==> src/rtl/tone_sequencer.sv <==
// Song sequencer: walks a registered note ROM of {dur, half_period} entries,
// drives the tone generator, inserts a silent gap per note and handles play/pause.
module tone_sequencer #(
    parameter int CLK_HZ         = 50_000_000,
    parameter int TICK_HZ        = 1000,
    parameter int DEBOUNCE_TICKS = 10,
    parameter int GAP_TICKS      = 20,
    parameter int AW             = 4
) (
    input  logic          sysclk,
    input  logic          sw0,
    input  logic          button0,
    input  logic          button1,
    output logic [AW-1:0] rom_addr,
    input  logic [27:0]   rom_data,
    output logic [19:0]   half_period,
    output logic          tone_en,
    output logic          busy,
    output logic [3:0]    leds
);
    localparam int TICK_CYC = CLK_HZ / TICK_HZ;
    localparam int TW  = $clog2(TICK_CYC + 1);
    localparam int DBW = $clog2(DEBOUNCE_TICKS + 1);
    localparam int GW  = $clog2(GAP_TICKS + 1);
    localparam int SW  = (GW > 8) ? GW : 8;

    typedef enum logic [2:0] {IDLE, FETCH, LATCH, PLAY, GAP, PAUSE} state_t;

    state_t          state;
    state_t          resume;
    logic [AW-1:0]   addr;
    logic [7:0]      dur;
    logic [TW-1:0]   tick_cnt;
    logic [SW-1:0]   step_cnt;
    logic [TW-1:0]   tick_cnt_adv;
    logic [SW-1:0]   step_cnt_adv;
    logic            tick;
    logic            step_last;

    logic [1:0]      sync1;
    logic [1:0]      sync2;
    logic [1:0]      deb;
    logic            deb0_q;
    logic [DBW-1:0]  db_cnt [2];
    logic [TW-1:0]   db_tick_cnt;
    logic            db_tick;
    logic            press;
    logic [AW+3:0]   addr_ext;

    // The debouncers run on their own free-running tick so that clearing the
    // note prescaler never disturbs button timing.
    assign db_tick = (db_tick_cnt == TW'(TICK_CYC - 1));
    assign press   = deb[0] & ~deb0_q;

    always_ff @(posedge sysclk or posedge sw0) begin
        if (sw0) begin
            sync1       <= '0;
            sync2       <= '0;
            deb         <= '0;
            deb0_q      <= 1'b0;
            db_tick_cnt <= '0;
            for (int i = 0; i < 2; i++) db_cnt[i] <= '0;
        end else begin
            sync1       <= {button1, button0};
            sync2       <= sync1;
            deb0_q      <= deb[0];
            db_tick_cnt <= db_tick ? '0 : db_tick_cnt + TW'(1);
            for (int i = 0; i < 2; i++) begin
                if (sync2[i] == deb[i]) begin
                    db_cnt[i] <= '0;
                end else if (db_tick) begin
                    if (db_cnt[i] == DBW'(DEBOUNCE_TICKS - 1)) begin
                        deb[i]    <= sync2[i];
                        db_cnt[i] <= '0;
                    end else begin
                        db_cnt[i] <= db_cnt[i] + DBW'(1);
                    end
                end
            end
        end
    end

    assign tick         = (tick_cnt == TW'(TICK_CYC - 1));
    assign tick_cnt_adv = tick ? '0 : tick_cnt + TW'(1);
    assign step_cnt_adv = tick ? step_cnt + SW'(1) : step_cnt;
    assign step_last    = (state == PLAY) ? (step_cnt == SW'(dur) - SW'(1))
                                          : (step_cnt == SW'(GAP_TICKS - 1));

    always_ff @(posedge sysclk or posedge sw0) begin
        if (sw0) begin
            state       <= IDLE;
            resume      <= FETCH;
            addr        <= '0;
            dur         <= '0;
            tick_cnt    <= '0;
            step_cnt    <= '0;
            half_period <= '0;
            tone_en     <= 1'b0;
            busy        <= 1'b0;
        end else begin
            case (state)
                IDLE: if (press) begin
                    addr  <= '0;
                    busy  <= 1'b1;
                    state <= FETCH;
                end
                FETCH, LATCH: begin
                    if (press) begin
                        resume <= FETCH;
                        state  <= PAUSE;
                    end else if (state == FETCH) begin
                        state <= LATCH;
                    end else if (rom_data[27:20] == 8'd0) begin
                        addr <= '0;
                        if (deb[1]) begin
                            state <= FETCH;
                        end else begin
                            half_period <= '0;
                            busy        <= 1'b0;
                            state       <= IDLE;
                        end
                    end else begin
                        dur         <= rom_data[27:20];
                        half_period <= rom_data[19:0];
                        tone_en     <= (rom_data[19:0] != 20'd0);
                        tick_cnt    <= '0;
                        step_cnt    <= '0;
                        state       <= PLAY;
                    end
                end
                PLAY, GAP: begin
                    // A press on the final tick freezes the counters just short of
                    // the transition, so it happens on the first cycle after resume.
                    if (press) begin
                        resume  <= state;
                        tone_en <= 1'b0;
                        state   <= PAUSE;
                        if (!(tick && step_last)) begin
                            tick_cnt <= tick_cnt_adv;
                            step_cnt <= step_cnt_adv;
                        end
                    end else if (tick && step_last) begin
                        tick_cnt <= '0;
                        step_cnt <= '0;
                        tone_en  <= 1'b0;
                        if (state == PLAY) begin
                            state <= GAP;
                        end else begin
                            addr  <= addr + AW'(1);
                            state <= FETCH;
                        end
                    end else begin
                        tick_cnt <= tick_cnt_adv;
                        step_cnt <= step_cnt_adv;
                    end
                end
                PAUSE: if (press) begin
                    tone_en <= (resume == PLAY) && (half_period != 20'd0);
                    state   <= resume;
                end
                default: state <= IDLE;
            endcase
        end
    end

    assign rom_addr = addr;
    assign addr_ext = {4'b0000, addr};
    assign leds     = busy ? addr_ext[3:0] : 4'b0000;
endmodule
==> config.mk <==
export PLATFORM = sky130hd
export DESIGN_NAME = tone_sequencer
export DESIGN_NICKNAME = d
export VERILOG_FILES = /design/src/rtl/tone_sequencer.sv
export SDC_FILE = /design/constraint.sdc
export NUM_CORES = 1
export LEC_CHECK = 0
export ABC_CLOCK_PERIOD_IN_PS = 3480
export CORE_ASPECT_RATIO = 1.75
export CORE_MARGIN = 10
export CORE_UTILIZATION = 40
export CTS_CLUSTER_DIAMETER = 100
export DETAILED_ROUTE_END_ITERATION = 16
export PLACE_DENSITY = 0.71
export SYNTH_ARGS = -nofsm -noshare
export SYNTH_HDL_FRONTEND = slang
export SYNTH_SLANG_ARGS = --single-unit
==> constraint.sdc <==
create_clock -name sysclk -period 3.48 [get_ports sysclk]
set_input_delay 1.044 -clock sysclk [delete_from_list [all_inputs] [get_ports sysclk]]
set_output_delay 1.044 -clock sysclk [all_outputs]
set_load 0.01 [all_outputs]
==> results of run 1 <==
## registers in the layout, indices dropped and copies added (netlist names), 3 cells and up
signal	cells
state	3
half_period	20
step_cnt	8
rom_addr	4
resume	3
dur	8
tick_cnt	16
db_tick_cnt	16
db_cnt	8
## kinds of logic (layout without fill, tap and decap cells)
logic type | count (synthesis) | in the layout | synth area share (%)
xor+xnor | 25 | 25 | 4.35
mux | 13 | 13 | 2.86
flops | 95 | 95 | 47.2
simple gates | 230 | 230 | 22.3
compound gates | 129 | 129 | 17.5
buf+inv | 43 | 106 | 3.53
fa+ha+maj | 9 | 9 | 2.23
## how the worst max path moves through the flow
stage,slack (ns),endpoint,depth (start not counted)
floorplan,0.75,step_cnt[3],14
global placement,-0.16,dur[3],9
detailed placement,-0.20,dur[5],9
CTS,0.16,dur[5],9
global route,0.04,step_cnt[1],11
finish,0.28,step_cnt[1],11
## area by class of cell
| cell class | count | area, sq um | share of cell area [%] |
|---|---|---|---|
| multi-input combinational | 406 | 2490 | 40.2 |
| clock inverter | 7 | 95.1 | 1.54 |
| sequential | 95 | 2380 | 38.4 |
| clock buffer | 9 | 225 | 3.64 |
| tap | 168 | 210 | 3.40 |
| timing repair buffer | 75 | 728 | 11.8 |
| inverter | 15 | 60.1 | 0.971 |
## worst max-delay path: stages (launching register included)
cell and delay, ns:
dfrtp_1 0.47, inv_1 0.11, ha_1 0.38, nor3b_1 0.29, xnor2_1 0.16, nand2_1 0.09
xnor2_1 0.22, nand3_2 0.13, or3_1 0.51, buf_4 0.24, o31ai_1 0.34, o2bb2ai_1 0.17
## report_power, final
group | total [mW] | switching, mW | internal (mW)
Clock | 1.07 | 0.435 | 0.632
Combinational | 1.63 | 0.874 | 0.754
Sequential | 1.59 | 0.270 | 1.32
## metrics by stage
stage | hold slack [ns] | power, mW | setup WS (ns) | area (sq um) | util (%)
after floorplan | 0.331 | 2.55 | 0.753 | 5040 | -
after global placement | 0.338 | 3.16 | -0.163 | 5860 | 47.2
after detailed placement | 0.337 | 3.22 | -0.201 | 5860 | 47.2
after CTS | 0.352 | 4.29 | 0.163 | 6180 | 49.7
after global routing | 0.371 | 4.54 | 0.0372 | 6190 | 49.8
final | 0.350 | 4.29 | 0.280 | 6190 | 49.8
## per-layer routing
layer	track usage, %	vias to the layer above	routed length (um)
met1	16.3	2203	5100
li1	-	2090	-
met4	7.91	0	369
met2	28.3	124	7440
met3	2.47	28	511
met5	0	-	0
## repair_timing
item | 4_1_cts | 5_1_grt
hold endpoints to repair | 0 | 0
resized for setup | 0 | 1
endpoints found under the setup margin | 0 | 5
## cell usage in the layout (no fill, tap or decap), types with 8 or more instances in the layout
cell type,netlist,layout
nand2_1,59,59
a22o_1,23,23
o31ai_1,9,9
clkbuf_16,0,9
inv_1,15,14
mux2_2,11,11
and3_1,14,14
xor2_1,17,17
dfrtp_1,94,94
ha_1,9,9
nand3_1,25,25
xnor2_1,8,8
a21oi_1,18,18
nor4_1,14,14
nand4_1,9,9
buf_4,0,13
nor3_1,16,16
o21ai_0,42,41
nor2_1,65,64
clkdlybuf4s50_1,0,61
==> results.py, run 1 <==
metrics = {
    "hold_path": {
        "worstHoldStart": "sync1[1]",
        "hold-path-endpoint": "sync2[1]",
        "min_delay_path_depth": 0,
        "min_path_type": "reg -> reg",
    },
    "outcome": {
        "status": "completed",
    },
    "clock_tree": {
        "cts_tree": "done",
        "clock_sinks": 95,
        "clock_path_buffers": 2,
        "cts_buffers": 9,
        "cts_setup_buffers": 0,
        "hold_buffers": 0,
        "root_buffer": "clkbuf_16",
        "clkSlewWorstSetupHoldPaths_ns": 0.07,
        "clk_latency_ns": 0.35,
        "cts-htree-levels": 3,
    },
    "worst_setup_path": {
        "reg2regPathDepth": 11,
        "worstPathRequired_ns": 3.74,
        "critPathLaunch": "dur[1]",
        "ff2ff_setup_slack_ns": 0.28,
        "critPathArrivalTime_ns": 3.46,
        "cp-start-kind": "flip-flop",
        "crit-reg2reg-capture": "step_cnt[1]",
        "crit_fanout": 10,
        "path_class": "reg -> reg",
        "crit_path_end_kind": "flip-flop",
        "worstReg2RegStart": "dur[1]",
    },
    "floorplanning": {
        "fp.dieH_um": 168,
        "fp.dieArea_sq_mm": 0.0177,
        "die_w_um": 105,
        "row_count": 54,
        "pin_count": 62,
        "core_sq_mm": 0.0124,
        "start_util_pct": 40.5,
    },
    "route": {
        "wl_per_cell_um": 17.3,
        "drcViolationCount": 0,
        "postRouteAntennaNets": 0,
        "wl_mm": 13.4,
        "viasPerCell": 5.74,
        "drt_first_pass_iters": 5,
        "vias": 4445,
        "drt_iter0_markers": 394,
    },
    "timing": {
        "tightest_slew_ns": 0.785,
        "finalHoldViolations": 0,
        "skew_ns": 0.00789,
        "rsz0062_at_grt": "no",
        "finalSetupViolations": 0,
        "post-route-period-util_pct": 92.0,
        "slew_headroom_pct": 47.5,
        "finalCriticalPeriod_ns": 3.20,
        "max_freq_ghz": 0.312,
        "drv_slew": 0,
        "tns_ns": 0,
    },
    "pwr": {
        "vdd_ir_drop_max_mv": 0.362,
        "leakage_nw": 2.64,
        "p_per_area_mw_per_mm2": 693,
    },
    "logic_synthesis": {
        "async_flop_share_pct": 100,
        "yosysMostFrequentCell": "dfrtp_1",
        "syn_area_sq_mm": 0.00504,
        "synth.distinct_cells": 58,
        "ys_top_cells_by_count": "dfrtp_1 (94), nor2_1 (65), nand2_1 (59), o21ai_0 (42), nand3_1 (25)",
        "ys.flop_type": "dfrtp_1",
        "yosys.area.top_type": "dfrtp_1",
        "ys_seq_elements": 95,
        "netlist_instances": 544,
        "syn_avg_cell_area_sq_um": 9.26,
        "seq_area_frac_synth_pct": 47.2,
        "synth_warnings": 0,
        "synth_edf_count": 0,
        "synthTopCellsByArea": "dfrtp_1 (47%), nor2_1 (4.8%), nand2_1 (4.4%)",
        "synth_top_area_share_pct": 46.7,
        "syn_nets": 585,
    },
    "placed_design": {
        "dpl.cell_count": 759,
        "hpwl_mm": 10.1,
        "globalplace.congestion": 0.903,
        "io_buffers": 61,
    },
    "global_routing": {
        "grt-ovfl-total": 0,
        "grt_pass1_wl_mm": 22.3,
        "grt_util_all_layers_pct": 15.4,
        "grt_max_degree": 96,
        "antenna_found_initial": 0,
        "grt_pass1_vias": 4516,
    },
    "finish": {
        "drive_above_1_share_pct": 9.56,
        "fin_cells": 775,
        "syn_to_final_growth_pct": 22.8,
        "num-nets-final": 643,
        "fillerInstances": 1178,
        "num_antenna_cells": 0,
    },
    "flow_run": {
        "drv_cap": 0,
    },
}
No activity file was read; power rests on OpenSTA's default activity.
==> run 2, diff against run 1 <==
--- a/config.mk
+++ b/config.mk
@@ -5,6 +5,7 @@
 export SDC_FILE = /design/constraint.sdc
 export NUM_CORES = 1
 export LEC_CHECK = 0
+export ABC_AREA = 1
 export ABC_CLOCK_PERIOD_IN_PS = 3480
 export CORE_ASPECT_RATIO = 1.75
 export CORE_MARGIN = 10
==> run 2 against run 1 <==
Sequential power shrank 30%. Total power shrank 50%. First-iteration DRC count shrank 49%. Critical path type is now in -> reg. Largest power group is now sequential cells.
==> results.py, run 2 <==
metrics = {
    "clock_tree": {
        "hold_buffers": 0,
        "cts_tree": "done",
        "cts_setup_buffers": 0,
        "clock_path_buffers": 2,
        "ctsResizeCount": 0,
        "clock_sinks": 95,
        "clk_latency_ns": 0.35,
        "cts_buffers": 9,
        "clkSlewWorstSetupHoldPaths_ns": 0.07,
        "cts-htree-levels": 3,
        "root_buffer": "clkbuf_16",
    },
    "finish": {
        "fillerInstances": 1244,
        "final_cell_mix": "nand2_1 (170), inv_1 (125), dfrtp_1 (94)",
        "final_common_cell": "nand2_1",
        "fin_area_sq_mm": 0.00644,
        "num_antenna_cells": 0,
        "fin_util_pct": 49.6,
        "syn_to_final_growth_pct": 20.6,
        "largest_register": "half_period",
        "num-nets-final": 810,
        "drive_above_1_share_pct": 7.49,
        "largest_register_ffs": 20,
        "fin_cells": 945,
        "largest_registers": "half_period: 20 flops, db_tick_cnt: 16 flops, tick_cnt: 16 flops",
    },
    "logic_synthesis": {
        "synth.distinct_cells": 42,
        "async_flop_share_pct": 100,
        "syn_avg_cell_area_sq_um": 7.61,
        "syn_area_sq_mm": 0.00534,
        "ys_seq_elements": 95,
        "yosys.area.top_type": "dfrtp_1",
        "synth_warnings": 0,
        "synth_top_area_share_pct": 44.0,
        "ys.flop_type": "dfrtp_1",
        "synth_edf_count": 0,
        "seq_area_frac_synth_pct": 44.5,
        "yosysMostFrequentCell": "nand2_1",
        "syn_nets": 743,
        "synthTopCellsByArea": "dfrtp_1 (44%), nand2_1 (12%), inv_1 (8.9%)",
        "netlist_instances": 702,
        "ys_top_cells_by_count": "nand2_1 (170), inv_1 (126), dfrtp_1 (94), nand3_1 (59), nor2_1 (52)",
    },
    "timing": {
        "tns_ns": 0,
        "post-route-period-util_pct": 82.5,
        "slew_headroom_pct": 50.1,
        "tightest_slew_ns": 0.745,
        "skew_ns": 0.00840,
        "rsz0062_at_grt": "no",
        "drv_slew": 0,
        "finalSetupViolations": 0,
        "final.setup.worst_slack_ns": 0.610,
        "max_freq_ghz": 0.348,
        "finalCriticalPeriod_ns": 2.87,
        "finalHoldViolations": 0,
    },
    "placed_design": {
        "globalplace.congestion": 0.867,
        "place_ws_ns": 0.177,
        "io_buffers": 61,
        "place_area_sq_mm": 0.00614,
        "dpl.cell_count": 928,
        "hpwl_mm": 10.0,
    },
    "worst_setup_path": {
        "cp-start-kind": "primary input",
        "worstPathRequired_ns": 3.71,
        "critPathSlowestCell": "nor2_1",
        "path_class": "in -> reg",
        "crit_path_end_kind": "flip-flop",
        "critPathArrivalTime_ns": 3.10,
        "crit_fanout": 16,
        "crit_path_cell_trace": "clkdlybuf4s50_1 -> inv_1 -> nand4_1 -> nor4_2 -> nor2_1 -> nand2_1 -> o31ai_2 -> buf_4 -> o21ai_0",
        "cpPeakStageDelay_ns": 0.57,
    },
    "global_routing": {
        "grt_util_all_layers_pct": 14.4,
        "grt_pass1_wl_mm": 21.8,
        "grt_max_degree": 74,
        "grt-ovfl-total": 0,
        "grt_pass1_vias": 4678,
        "antenna_found_initial": 0,
    },
    "flow_run": {
        "drv_cap": 0,
    },
    "pwr": {
        "p_int_mw": 1.65,
        "vdd_ir_drop_max_mv": 0.280,
        "pwr-share-clk_pct": 45.3,
        "switching_share_pct": 23.8,
        "p_per_area_mw_per_mm2": 335,
        "p_seq_share_pct": 51.2,
        "leakage_nw": 3.19,
        "combPwrFrac_pct": 3.5,
        "p_sw_mw": 0.514,
    },
    "floorplanning": {
        "die_w_um": 107,
        "row_count": 55,
        "fp.dieArea_sq_mm": 0.0186,
        "fp.dieH_um": 173,
        "pin_count": 62,
        "core_sq_mm": 0.0130,
        "start_util_pct": 41.1,
    },
    "route": {
        "postRouteAntennaNets": 0,
        "wl_per_cell_um": 13.6,
        "viasPerCell": 4.89,
        "drt_first_pass_iters": 4,
        "drcViolationCount": 0,
        "vias": 4621,
        "wl_mm": 12.9,
        "drt_iter0_markers": 202,
    },
    "outcome": {
        "status": "completed",
    },
    "hold_path": {
        "min_path_type": "reg -> reg",
    },
}
-- run 2: changes by cell type in the layout (fill, tap and decap cells not counted), moves of 8 or more --
| cell | previous run | this run |
|---|---|---|
| a22o_1 | 23 | 0 |
| mux2_2 | 11 | 1 |
| o31ai_1 | 9 | 0 |
| nand4_1 | 9 | 26 |
| inv_1 | 14 | 125 |
| nor2_1 | 64 | 52 |
| buf_4 | 13 | 5 |
| o22ai_1 | 0 | 13 |
| nand3_1 | 25 | 59 |
| nand2_1 | 59 | 170 |
| and3_1 | 14 | 1 |
| o21ai_2 | 0 | 9 |
-- run 2: cells by family after synthesis --
family,Yosys count,share of synthesized area [%]
adder cells (fa/ha/maj),9,2.11
flip-flops,95,44.5
XOR/XNOR,19,3.11
multiplexers,1,0.211
buffers and inverters,140,10.6
AND/OR/NAND/NOR,350,29.8
AO/OA/AOI/OAI,88,9.63
-- run 2: routing by layer --
metal,up-vias,global-route usage [%],wire length [um]
met5,-,0,0
met4,0,6.32,382
met3,21,2.61,257
met2,45,27.9,7430
met1,2156,14.0,4820
li1,2399,-,-
-- run 2: power groups by stage --
| stage | logic [mW] | clock network (mW) | registers, mW |
|---|---|---|---|
| final | 0.0756 | 0.979 | 1.11 |
| after detailed placement | 0.0774 | 0 | 1.13 |
| after floorplan | 0.0257 | 0 | 1.13 |
| after CTS | 0.0777 | 0.993 | 1.11 |
| after global placement | 0.0773 | 0 | 1.13 |
| after global routing | 0.0840 | 1.04 | 1.11 |
-- run 2: critical path, delay by kind of cell --
family                 cells  cell delay (ns)
and+or+nand+nor            4             0.98
buffers and inverters      3             0.79
AOI/OAI and AO/OA          2             0.27
-- run 2: layout make-up --
type	count	area [sq um]	share of cell area [%]
clock inverter	7	68.8	1.07
tap	171	214	3.32
inverter	129	488	7.57
timing repair buffer	67	668	10.4
sequential	95	2380	36.9
multi-input combinational	467	2400	37.3
clock buffer	9	225	3.49
-- run 2: final timing paths --
path | end | slack (ns) | from | cells past startpoint
min in group asynchronous | dur[3] | 1.13 | sw0 | 3
setup reg to reg | step_cnt[3] | 1.05 | tick_cnt[0] | 13
hold / removal | sync2[0] | 0.38 | sync1[0] | 0
setup / recovery | half_period[12] | 0.61 | rom_data[24] | 9
hold reg to reg | sync2[0] | 0.38 | sync1[0] | 0
max in group asynchronous | resume[0] | 1.98 | sw0 | 3
-- run 2: stage by stage --
step | power [mW] | hold WS [ns]
2_1_floorplan | 1.15 | 0.331
3_3_place_gp | 1.21 | 0.335
3_5_place_dp | 1.21 | 0.347
4_1_cts | 2.18 | 0.373
5_1_grt | 2.23 | 0.379
6_report | 2.16 | 0.383
==> run 3, diff against run 2 <==
--- a/config.mk
+++ b/config.mk
@@ -6,13 +6,13 @@
 export NUM_CORES = 1
 export LEC_CHECK = 0
 export ABC_AREA = 1
-export ABC_CLOCK_PERIOD_IN_PS = 3480
+export ABC_CLOCK_PERIOD_IN_PS = 2800
 export CORE_ASPECT_RATIO = 1.75
 export CORE_MARGIN = 10
 export CORE_UTILIZATION = 40
 export CTS_CLUSTER_DIAMETER = 100
 export DETAILED_ROUTE_END_ITERATION = 16
-export PLACE_DENSITY = 0.71
+export PLACE_DENSITY = 0.68
 export SYNTH_ARGS = -nofsm -noshare
 export SYNTH_HDL_FRONTEND = slang
 export SYNTH_SLANG_ARGS = --single-unit
==> constraint.sdc (replaced) <==
create_clock -name sysclk -period 2.8 [get_ports sysclk]
set_input_delay 0.84 -clock sysclk [delete_from_list [all_inputs] [get_ports sysclk]]
set_output_delay 0.84 -clock sysclk [all_outputs]
set_load 0.01 [all_outputs]
==> run 3 against run 2 <==
Sequential share of layout area decreased by 0.38 points. Hold slack got worse by 0.021 ns. Via count rose by 1.4%. Setup slack lost 0.16 ns. Non-clock buffer count rose by 6. Register-to-register slack lost 0.56 ns. Cell area up 1.0%. Combinational power up 22%.
==> results.py, run 3 (synthesis results as in run 2) <==
metrics = {
    "finish": {
        "fillerInstances": 1291,
        "final_cell_mix": "nand2_1 (170), inv_1 (125), dfrtp_1 (94)",
        "fin_util_pct": 50.1,
        "final_common_cell": "nand2_1",
        "num_antenna_cells": 0,
        "drive_above_1_share_pct": 8.21,
        "largest_register": "half_period",
        "syn_to_final_growth_pct": 21.9,
        "largest_register_ffs": 20,
        "largest_registers": "half_period: 20 flops, db_tick_cnt: 16 flops, tick_cnt: 16 flops",
        "num-nets-final": 816,
        "fin_area_sq_mm": 0.00651,
    },
    "clock_tree": {
        "clock_sinks": 95,
        "clkSlewWorstSetupHoldPaths_ns": 0.08,
        "cts_buffers": 9,
        "ctsResizeCount": 0,
        "clk_latency_ns": 0.36,
        "root_buffer": "clkbuf_16",
        "cts_tree": "done",
        "cts_setup_buffers": 0,
        "hold_buffers": 0,
        "clock_path_buffers": 2,
        "cts-htree-levels": 3,
    },
    "worst_setup_path": {
        "critPathTopFamily": "buffers and inverters",
        "worstPathRequired_ns": 1.96,
        "cpPeakStageDelay_ns": 0.55,
        "ff2ff_setup_slack_ns": 0.49,
        "critPathSlowestCell": "clkdlybuf4s50_1",
        "crit_buf_inv": 2,
        "crit_path_end_kind": "primary output",
        "crit_path_cell_trace": "nand2_1 -> inv_1 -> clkdlybuf4s50_1",
        "path_class": "reg -> out",
        "critPathArrivalTime_ns": 1.51,
        "crit_fanout": 6,
        "cp-start-kind": "flip-flop",
    },
    "timing": {
        "tightest_slew_ns": 0.527,
        "drv_slew": 0,
        "finalSetupViolations": 0,
        "slew_headroom_pct": 64.6,
        "finalCriticalPeriod_ns": 2.35,
        "finalHoldViolations": 0,
        "skew_ns": 0.0100,
        "tns_ns": 0,
        "rsz0062_at_grt": "no",
        "post-route-period-util_pct": 83.9,
        "max_freq_ghz": 0.426,
    },
    "placed_design": {
        "globalplace.congestion": 0.880,
        "io_buffers": 61,
        "hpwl_mm": 10.2,
        "place_area_sq_mm": 0.00622,
    },
    "route": {
        "postRouteAntennaNets": 0,
        "drt_iter0_markers": 268,
        "drcViolationCount": 0,
        "viasPerCell": 4.93,
        "wl_per_cell_um": 13.9,
        "wl_mm": 13.2,
        "vias": 4687,
        "drt_first_pass_iters": 4,
    },
    "flow_run": {
        "drv_cap": 0,
    },
    "floorplanning": {
        "start_util_pct": 41.1,
        "core_sq_mm": 0.0130,
        "fp.dieH_um": 173,
        "pin_count": 62,
        "die_w_um": 107,
        "row_count": 55,
        "fp.dieArea_sq_mm": 0.0186,
    },
    "global_routing": {
        "grt.met1_usage_pct": 14.2,
        "grt_most_used_layer": "met2",
        "grt_util_all_layers_pct": 14.4,
        "grt_pass1_vias": 4601,
        "grt-ovfl-total": 0,
        "gr-usage-met2_pct": 28.6,
        "met3_usage_pct": 2.31,
        "grt_max_degree": 96,
        "grt_pass1_wl_mm": 22.0,
        "antenna_found_initial": 0,
    },
    "pwr": {
        "p_per_area_mw_per_mm2": 410,
        "leakage_nw": 3.22,
        "vdd_ir_drop_max_mv": 0.328,
    },
    "hold_path": {
        "min_path_type": "reg -> reg",
    },
    "outcome": {
        "status": "completed",
    },
}
run 3: cell types whose count changed in the layout (fill, tap and decap cells not counted):
cell / change
inv_6: -5
buf_4: +4
inv_8: +3
buf_12: +2
clkinvlp_4: +2
clkinv_4: +1
clkinv_8: -1
run 3: area by class of cell:
cell class | count | area (sq um) | share of cell area, %
Sequential cell | 95 | 2380 | 36.5
Multi-Input combinational cell | 467 | 2400 | 36.9
Inverter | 129 | 488 | 7.49
Clock inverter | 7 | 66.3 | 1.02
Clock buffer | 9 | 225 | 3.46
Tap cell | 171 | 214 | 3.29
Timing Repair Buffer | 73 | 738 | 11.3
run 3: final timing paths:
kind,depth (start not counted),start,end
max,3,busy,leds[3]
min,0,sync1[0],sync2[0]
max reg2reg,14,tick_cnt[0],step_cnt[3]
min reg2reg,0,sync1[0],sync2[0]
max in group asynchronous,3,sw0,step_cnt[3]
min in group asynchronous,3,sw0,dur[2]
run 3: routing by layer:
metal / wire length (um) / share of wire (%)
met1: 4820 / 37
met2: 7860 / 60
met3: 267 / 2.0
met4: 244 / 1.9
met5: 0 / 0
run 3: where the power goes:
group | leakage [nW] | switching (mW) | total, mW | internal [mW]
clock | 0.138 | 0.580 | 1.20 | 0.624
combinational | 1.81 | 0.0466 | 0.0921 | 0.0455
sequential | 1.27 | 0.00169 | 1.38 | 1.37
total | 3.22 | 0.629 | 2.67 | 2.04
run 3: metrics by stage:
step                power, mW  setup slack [ns]  hold WS (ns)  instances
floorplan                1.43             0.704         0.331        702
global placement         1.50             0.170         0.335        935
detailed placement       1.50             0.121         0.340        935
CTS                      2.70             0.424         0.365        951
global route             2.76             0.220         0.365        951
finish                   2.67             0.452         0.361        951
